File: config.mk
export PLATFORM = sky130hd
export DESIGN_NAME = adder_result_collector
export DESIGN_NICKNAME = d
export VERILOG_FILES = /design/src/rtl/adder_result_pkg.sv /design/src/rtl/result_fifo.sv /design/src/rtl/adder_result_collector.sv
export SDC_FILE = /design/constraint.sdc
export NUM_CORES = 1
export LEC_CHECK = 0
export ABC_AREA = 1
export CORE_ASPECT_RATIO = 1.5
export CORE_UTILIZATION = 35
export CTS_BUF_LIST = sky130_fd_sc_hd__clkbuf_4
export DETAILED_ROUTE_END_ITERATION = 8
export GPL_TIMING_DRIVEN = 0
export PLACE_DENSITY = 0.63
export SETUP_SLACK_MARGIN = 0.1
export SLEW_MARGIN = 20
export SYNTH_ARGS = -nofsm -noshare
export SYNTH_HDL_FRONTEND = slang
export SYNTH_SLANG_ARGS = --single-unit
File: constraint.sdc
create_clock -name clk -period 2.8 [get_ports clk]
set_clock_uncertainty 0.15 [all_clocks]
set_input_delay 0.56 -clock clk [delete_from_list [all_inputs] [get_ports clk]]
set_output_delay 0.56 -clock clk [all_outputs]
set_load 0.1 [all_outputs]
File: src/rtl/adder_result_pkg.sv
// Shared types and helpers for the adder result collector.
//   SUM_W        : width of one adder result, MSB is the adder carry-out
//   sum_t        : one adder result
//   occ_state_e  : occupancy state of the result FIFO
//   sat_inc      : increment that sticks at a maximum value instead of wrapping
`timescale 1ns/1ps
package adder_result_pkg;

    localparam int SUM_W = 17;

    typedef logic [SUM_W-1:0] sum_t;

    typedef enum logic [1:0] {
        OCC_EMPTY,
        OCC_PARTIAL,
        OCC_FULL
    } occ_state_e;

    // Counters narrower than 32 bits pass their zero-extended value and
    // all-ones maximum, then truncate the result back to their own width.
    function automatic logic [31:0] sat_inc(input logic [31:0] value,
                                            input logic [31:0] max_value);
        return (value >= max_value) ? value : value + 32'd1;
    endfunction

endpackage

File: src/rtl/result_fifo.sv
// Small synchronous FIFO holding captured adder results.
//   clk, rst_n : clock and asynchronous active-low reset
//   push/wdata : write one entry (caller guarantees room, or a same-cycle pop)
//   pop        : remove the head entry (caller guarantees valid)
//   valid/rdata: head entry; rdata holds the last popped value while empty
//   level      : occupancy, full/empty flags derived from the pointers
`timescale 1ns/1ps
module result_fifo
    import adder_result_pkg::*;
#(
    parameter int  DEPTH = 4,
    parameter type T     = sum_t,
    localparam int PTR_W = $clog2(DEPTH) + 1
) (
    input  logic             clk,
    input  logic             rst_n,
    input  logic             push,
    input  T                 wdata,
    input  logic             pop,
    output logic             valid,
    output T                 rdata,
    output logic [PTR_W-1:0] level,
    output logic             full,
    output logic             empty
);

    localparam int IDX_W = PTR_W - 1;

    T                 mem_q [DEPTH];
    T                 mem_d [DEPTH];
    T                 last_q;
    T                 last_d;
    logic [PTR_W-1:0] wr_ptr_q;
    logic [PTR_W-1:0] wr_ptr_d;
    logic [PTR_W-1:0] rd_ptr_q;
    logic [PTR_W-1:0] rd_ptr_d;
    occ_state_e       state_q;
    occ_state_e       state_d;

    logic [IDX_W-1:0] wr_idx;
    logic [IDX_W-1:0] rd_idx;

    assign wr_idx = wr_ptr_q[IDX_W-1:0];
    assign rd_idx = rd_ptr_q[IDX_W-1:0];

    // Pointers carry one extra wrap bit so full and empty are distinguishable.
    assign level = wr_ptr_q - rd_ptr_q;
    assign full  = (wr_ptr_q[PTR_W-1] != rd_ptr_q[PTR_W-1]) &&
                   (wr_idx == rd_idx);
    assign empty = (wr_ptr_q == rd_ptr_q);

    assign valid = (state_q != OCC_EMPTY);
    assign rdata = valid ? mem_q[rd_idx] : last_q;

    always_comb begin
        mem_d    = mem_q;
        wr_ptr_d = wr_ptr_q;
        rd_ptr_d = rd_ptr_q;
        last_d   = last_q;
        if (push) begin
            mem_d[wr_idx] = wdata;
            wr_ptr_d      = wr_ptr_q + PTR_W'(1);
        end
        if (pop) begin
            // Remember the departing head so rdata stays put once empty.
            last_d   = mem_q[rd_idx];
            rd_ptr_d = rd_ptr_q + PTR_W'(1);
        end
    end

    // Occupancy FSM; simultaneous push and pop never change the level.
    always_comb begin
        state_d = state_q;
        case (state_q)
            OCC_EMPTY: begin
                if (push && !pop) state_d = OCC_PARTIAL;
            end
            OCC_PARTIAL: begin
                if (push && !pop && level == PTR_W'(DEPTH - 1)) state_d = OCC_FULL;
                else if (pop && !push && level == PTR_W'(1))    state_d = OCC_EMPTY;
            end
            OCC_FULL: begin
                if (pop && !push) state_d = OCC_PARTIAL;
            end
            default: state_d = OCC_EMPTY;
        endcase
    end

    always_ff @(posedge clk or negedge rst_n) begin
        if (!rst_n) begin
            for (int i = 0; i < DEPTH; i++) mem_q[i] <= '0;
            last_q   <= '0;
            wr_ptr_q <= '0;
            rd_ptr_q <= '0;
            state_q  <= OCC_EMPTY;
        end else begin
            mem_q    <= mem_d;
            last_q   <= last_d;
            wr_ptr_q <= wr_ptr_d;
            rd_ptr_q <= rd_ptr_d;
            state_q  <= state_d;
        end
    end

endmodule

File: src/rtl/adder_result_collector.sv
// Captures adder results into a FIFO for the downstream checker and keeps
// running statistics for the test harness.
//   clk, rst_n        : clock and asynchronous active-low reset
//   i_valid, i_sum    : adder result strobe and data (no backpressure)
//   i_clr             : zero statistics, then apply this cycle's event
//   o_valid, o_sum    : FIFO head, accepted when i_ready is high
//   o_acc             : saturating sum of accepted results
//   o_carry_cnt       : accepted results with carry-out set, saturating
//   o_drop_cnt        : results lost to a full FIFO, saturating
//   o_level/full/empty: FIFO occupancy
`timescale 1ns/1ps
module adder_result_collector
    import adder_result_pkg::*;
#(
    parameter int DEPTH = 4,
    parameter int SUM_W = 17,
    parameter int ACC_W = 32,
    parameter int CNT_W = 16
) (
    input  logic                       clk,
    input  logic                       rst_n,
    input  logic                       i_valid,
    input  logic [SUM_W-1:0]           i_sum,
    input  logic                       i_clr,
    output logic                       o_valid,
    output logic [SUM_W-1:0]           o_sum,
    input  logic                       i_ready,
    output logic [ACC_W-1:0]           o_acc,
    output logic [CNT_W-1:0]           o_carry_cnt,
    output logic [CNT_W-1:0]           o_drop_cnt,
    output logic [$clog2(DEPTH):0]     o_level,
    output logic                       o_full,
    output logic                       o_empty
);

    localparam logic [31:0] CNT_MAX = 32'({CNT_W{1'b1}});

    logic             pop;
    logic             push;
    logic             drop;

    logic [ACC_W-1:0] acc_q;
    logic [ACC_W-1:0] acc_d;
    logic [CNT_W-1:0] carry_q;
    logic [CNT_W-1:0] carry_d;
    logic [CNT_W-1:0] drop_q;
    logic [CNT_W-1:0] drop_d;

    logic [ACC_W-1:0] acc_base;
    logic [ACC_W:0]   acc_sum;
    logic [CNT_W-1:0] carry_base;
    logic [CNT_W-1:0] drop_base;

    // A full FIFO still takes a write when its head leaves in the same cycle.
    assign pop  = o_valid & i_ready;
    assign push = i_valid & (~o_full | pop);
    assign drop = i_valid & ~push;

    result_fifo #(
        .DEPTH (DEPTH),
        .T     (logic [SUM_W-1:0])
    ) u_fifo (
        .clk   (clk),
        .rst_n (rst_n),
        .push  (push),
        .wdata (i_sum),
        .pop   (pop),
        .valid (o_valid),
        .rdata (o_sum),
        .level (o_level),
        .full  (o_full),
        .empty (o_empty)
    );

    // Clear acts first, so a cleared cycle still records its own push/drop.
    always_comb begin
        acc_base   = i_clr ? '0 : acc_q;
        carry_base = i_clr ? '0 : carry_q;
        drop_base  = i_clr ? '0 : drop_q;

        acc_sum = {1'b0, acc_base} + (ACC_W + 1)'(i_sum);

        acc_d   = acc_base;
        carry_d = carry_base;
        drop_d  = drop_base;

        if (push) begin
            acc_d = acc_sum[ACC_W] ? '1 : acc_sum[ACC_W-1:0];
            if (i_sum[SUM_W-1]) begin
                carry_d = CNT_W'(sat_inc(32'(carry_base), CNT_MAX));
            end
        end
        if (drop) begin
            drop_d = CNT_W'(sat_inc(32'(drop_base), CNT_MAX));
        end
    end

    always_ff @(posedge clk or negedge rst_n) begin
        if (!rst_n) begin
            acc_q   <= '0;
            carry_q <= '0;
            drop_q  <= '0;
        end else begin
            acc_q   <= acc_d;
            carry_q <= carry_d;
            drop_q  <= drop_d;
        end
    end

    assign o_acc       = acc_q;
    assign o_carry_cnt = carry_q;
    assign o_drop_cnt  = drop_q;

endmodule

==> metrics.log <==
[metrics] run status: finished, violations left
[metrics] failing checks: negative setup slack
[metrics] Worst Setup End Kind: output port
[metrics] total routing resource utilization after global routing: between 20% and 30%
[metrics] multi-input logic area: 5190 um^2
[metrics] main area contributors after synthesis: dfrtp_1 41%, nand2_1 19%, o21ai_0 6.6%
[metrics] worst voltage drop across the vdd grid: 1.10 mV
[metrics] DIE AREA: 28000 um^2
[metrics] Final period util: 101%
[metrics] share of the synthesized area in the top cell type: about two fifths
[metrics] maximum clock frequency: 353 MHz
[metrics] final count of negative-setup-slack endpoints: 5
[metrics] number of distinct standard cells referenced by the synthesized netlist: 37
[metrics] standby leakage power: about 6.4 nW
[metrics] Area Overhead vs Synth: 30.6%
[metrics] synthesized-area fraction occupied by and/or/nand/nor cells: 32.7%
[metrics] Final Total Pwr: 15.1 mW
[metrics] largest area contributor in the synthesized netlist: dfrtp_1
[metrics] net count of the mapped netlist: 1413
[metrics] critical path required time: between 2 and 2.5 ns
[metrics] dominant register cell in the synthesized netlist: dfrtp_1
[metrics] total negative slack: -0.113 ns
[metrics] routability congestion estimate from global placement: 0.914
[metrics] total core area: about 27000 um^2
[metrics] pin count of the biggest net entering global routing: 96
[metrics] synthesized netlist cell count: 1363
[metrics] worst hold-check path type: primary input to flop
[metrics] final critical-path required period: 2.83 ns
[metrics] most numerous cell in the Yosys netlist: nand2_1
[metrics] wire per inst: 16.3 um
[metrics] CTS sink cnt: 157
[metrics] share of the core filled with cells: 46.9%
[metrics] CTS tree: yes
[metrics] via-per-instance ratio: 4.99
[metrics] Cells after DPL: 1809
[metrics] # fillers: 2685
[metrics] total vias in the final route: 9360
[metrics] initial standard-cell utilization of the core: 35.9%
[metrics] average instance area after synthesis: 7.03 um^2
[metrics] post-synthesis register bit count: 157
[metrics] count of port buffers added during placement: 108
[metrics] post-synthesis instance area: 9580 um^2
[metrics] hpwl dp: 22.4 mm
[metrics] xor and xnor fraction of the mapped netlist area: 2.74%
[metrics] worst path arrival time: 2.12 ns
[metrics] DRC Markers: 0
[metrics] number of synthesis warnings: 0
[metrics] Finished Layout Cells: 1876
[metrics] antenna violations before repair: 2
[metrics] main combinational cell family by area after synthesis: simple AND/OR/NAND/NOR gates
[metrics] count of H-tree levels built during CTS: 4
[metrics] crit path setup slack, layout: -0.0327 ns
[metrics] number of clock buffers inserted by TritonCTS: 17
[metrics] number of standard-cell rows in the floorplan: 73
[metrics] critical path peak fanout: 3
[metrics] Async S/R FF share, synth: 100%
[metrics] Die X: between 100 and 150 um
[metrics] CTS max path bufs: 2
[metrics] root buffer cell: clkbuf_4
[metrics] number of DRC markers in iteration 0: 661
[metrics] Power Density: 1210 nW/um^2
[metrics] overall die height: 205 um
[metrics] Clock Latency Late Sink: 0.63 ns
[metrics] number of iterations in the first detailed-routing pass: 5
[metrics] critical path launch point type: flop
[metrics] number of enable-type register cells in the synthesized netlist: 0
[metrics] area taken by flip-flops and latches: just under 4000 um^2
[metrics] via count of the first global-routing pass: 9259
[metrics] most common library cells after synthesis: 490 x nand2_1, 168 x inv_1, 157 x dfrtp_1, 126 x o21ai_0, 99 x nor2_1
[metrics] number of antenna-violating nets in the routed design: 0
[metrics] proportion of synthesized area in mux cells: 0%
[metrics] Final nets: approximately 1600
[metrics] ports placed on the boundary: roughly 110
[metrics] Crit Path Category: flop to output port
[metrics] compound-cell area share of the yosys netlist: about a tenth
[metrics] total routed wirelength: 30.6 mm
[metrics] overflow left after global routing: 0
[metrics] final worst hold slack: 0.299 ns
[metrics] transition time at the pin with the least slew margin: roughly 1 ns
[metrics] global-route wire length before repair: 47.8 mm
[metrics] final hold violation count: 0
[metrics] max_cap viols: 0
[metrics] Synth Area in Adders: 3.81%
[metrics] max-slew violation count: 0
[metrics] proportion of synthesized chip area in sequential cells: 41.0%
[metrics] CTS clk-pin slew, worst paths: around 0.16 ns
[metrics] Max transition margin: 33.7%
[metrics] setup repair after global routing missed its margin: yes
[metrics] ratio of cells with drive above 1 in the final layout: 16.5%
## final timing paths
| path | slack (ns) | endpoint | cells past startpoint | startpoint |
|---|---|---|---|---|
| min | 0.30 | o_acc[25] | 4 | i_clr |
| max reg2reg | 0.29 | o_acc[8] | 13 | u_fifo.rd_ptr_q[1] |
| max in group asynchronous | 1.29 | u_fifo.mem_q[42] | 3 | rst_n |
| min in group asynchronous | 0.32 | o_acc[17] | 2 | rst_n |
| max | -0.03 | o_level[2] | 5 | u_fifo.rd_ptr_q[1] |
| min reg2reg | 0.35 | u_fifo.state_q[0] | 1 | u_fifo.state_q[0] |
## per-layer routing
metal | vias up | part of all wire (%) | global-route usage [%]
met5 | - | 0 | 0
met4 | 0 | 3.7 | 11.0
met3 | 62 | 4.0 | 3.54
met2 | 279 | 54 | 41.5
met1 | 4388 | 38 | 24.4
li1 | 4631 | - | -
## stage by stage
step | setup slack [ns] | area, um^2
after CTS | -0.0833 | 12300
after global routing | -0.146 | 12500
after floorplan | -0.0727 | 9850
after global placement | -5.78 | 11300
after detailed placement | -1.16 | 11400
final | -0.0327 | 12500
## state kept, by name (all words and copies together) (netlist names)
signal           flops
u_fifo.state_q       2
o_carry_cnt         16
u_fifo.last_q       17
u_fifo.wr_ptr_q      3
o_acc               32
o_drop_cnt          16
u_fifo.rd_ptr_q      3
u_fifo.mem_q        68
## cell usage in the layout, fill, tap and decap left out, drive strengths merged
master	netlist	final
nand2	497	497
buf	17	73
nor2b	1	1
xnor2	12	12
nand3b	15	15
o21a	1	1
nor4	1	1
clkinvlp	0	3
nor3	14	14
clkdlybuf4s50	0	19
bufinv	0	2
nand4	12	12
clkinv	2	5
a32o	17	17
clkbuf	32	58
ha	26	26
dlygate4sd3	0	1
diode	0	2
dfrtp	157	157
clkdlybuf4s15	0	9
xor2	18	18
dlygate4sd2	0	47
o22ai	1	1
nor3b	1	1
nand2b	1	1
a21oi	31	31
o21ai	131	131
nor2	109	109
inv	173	181
nand3	92	92
fa	2	2
## power breakdown
| group | switching (mW) | internal, mW |
|---|---|---|
| Sequential | 0.472 | 3.01 |
| Combinational | 6.66 | 3.44 |
| Clock | 0.976 | 0.564 |
| Total | 8.11 | 7.01 |
## what timing repair did
item                                    in CTS  in global routing
pin swaps                                    9                 10
hold buffers                                 1                  0
cloned                                       2                  3
hold endpoints to repair                    62                  0
gates resized for setup                    355                 85
endpoints found under the setup margin     218                147
setup buffers                               19                  8
## worst max-delay path, cell delays in order, from the launching register on
cell       delay (ns)
dfrtp_1          0.43
clkinv_4         0.09
clkbuf_16        0.15
fa_2             0.43
xnor2_4          0.22
buf_12           0.20
## layout make-up
type,count,share of cell area [%]
clock inverters,15,1.43
repair buffers,141,12.0
flip-flops and latches,157,31.4
clock buffers,17,1.02
well taps,337,3.37
repair inverters,1,0.0700
multi-input cells,982,41.5
inverters,175,5.44
plain buffers,49,3.75
diodes,2,0.0400
## cells by family after synthesis
kind of cell | Yosys count
AOI/OAI and AO/OA | 181
xor gates and xnor gates | 30
adders and majority gates | 28
buffers and inverters | 224
DFF | 157
and+or+nand+nor | 743
Power figures use the tool's default switching activity.
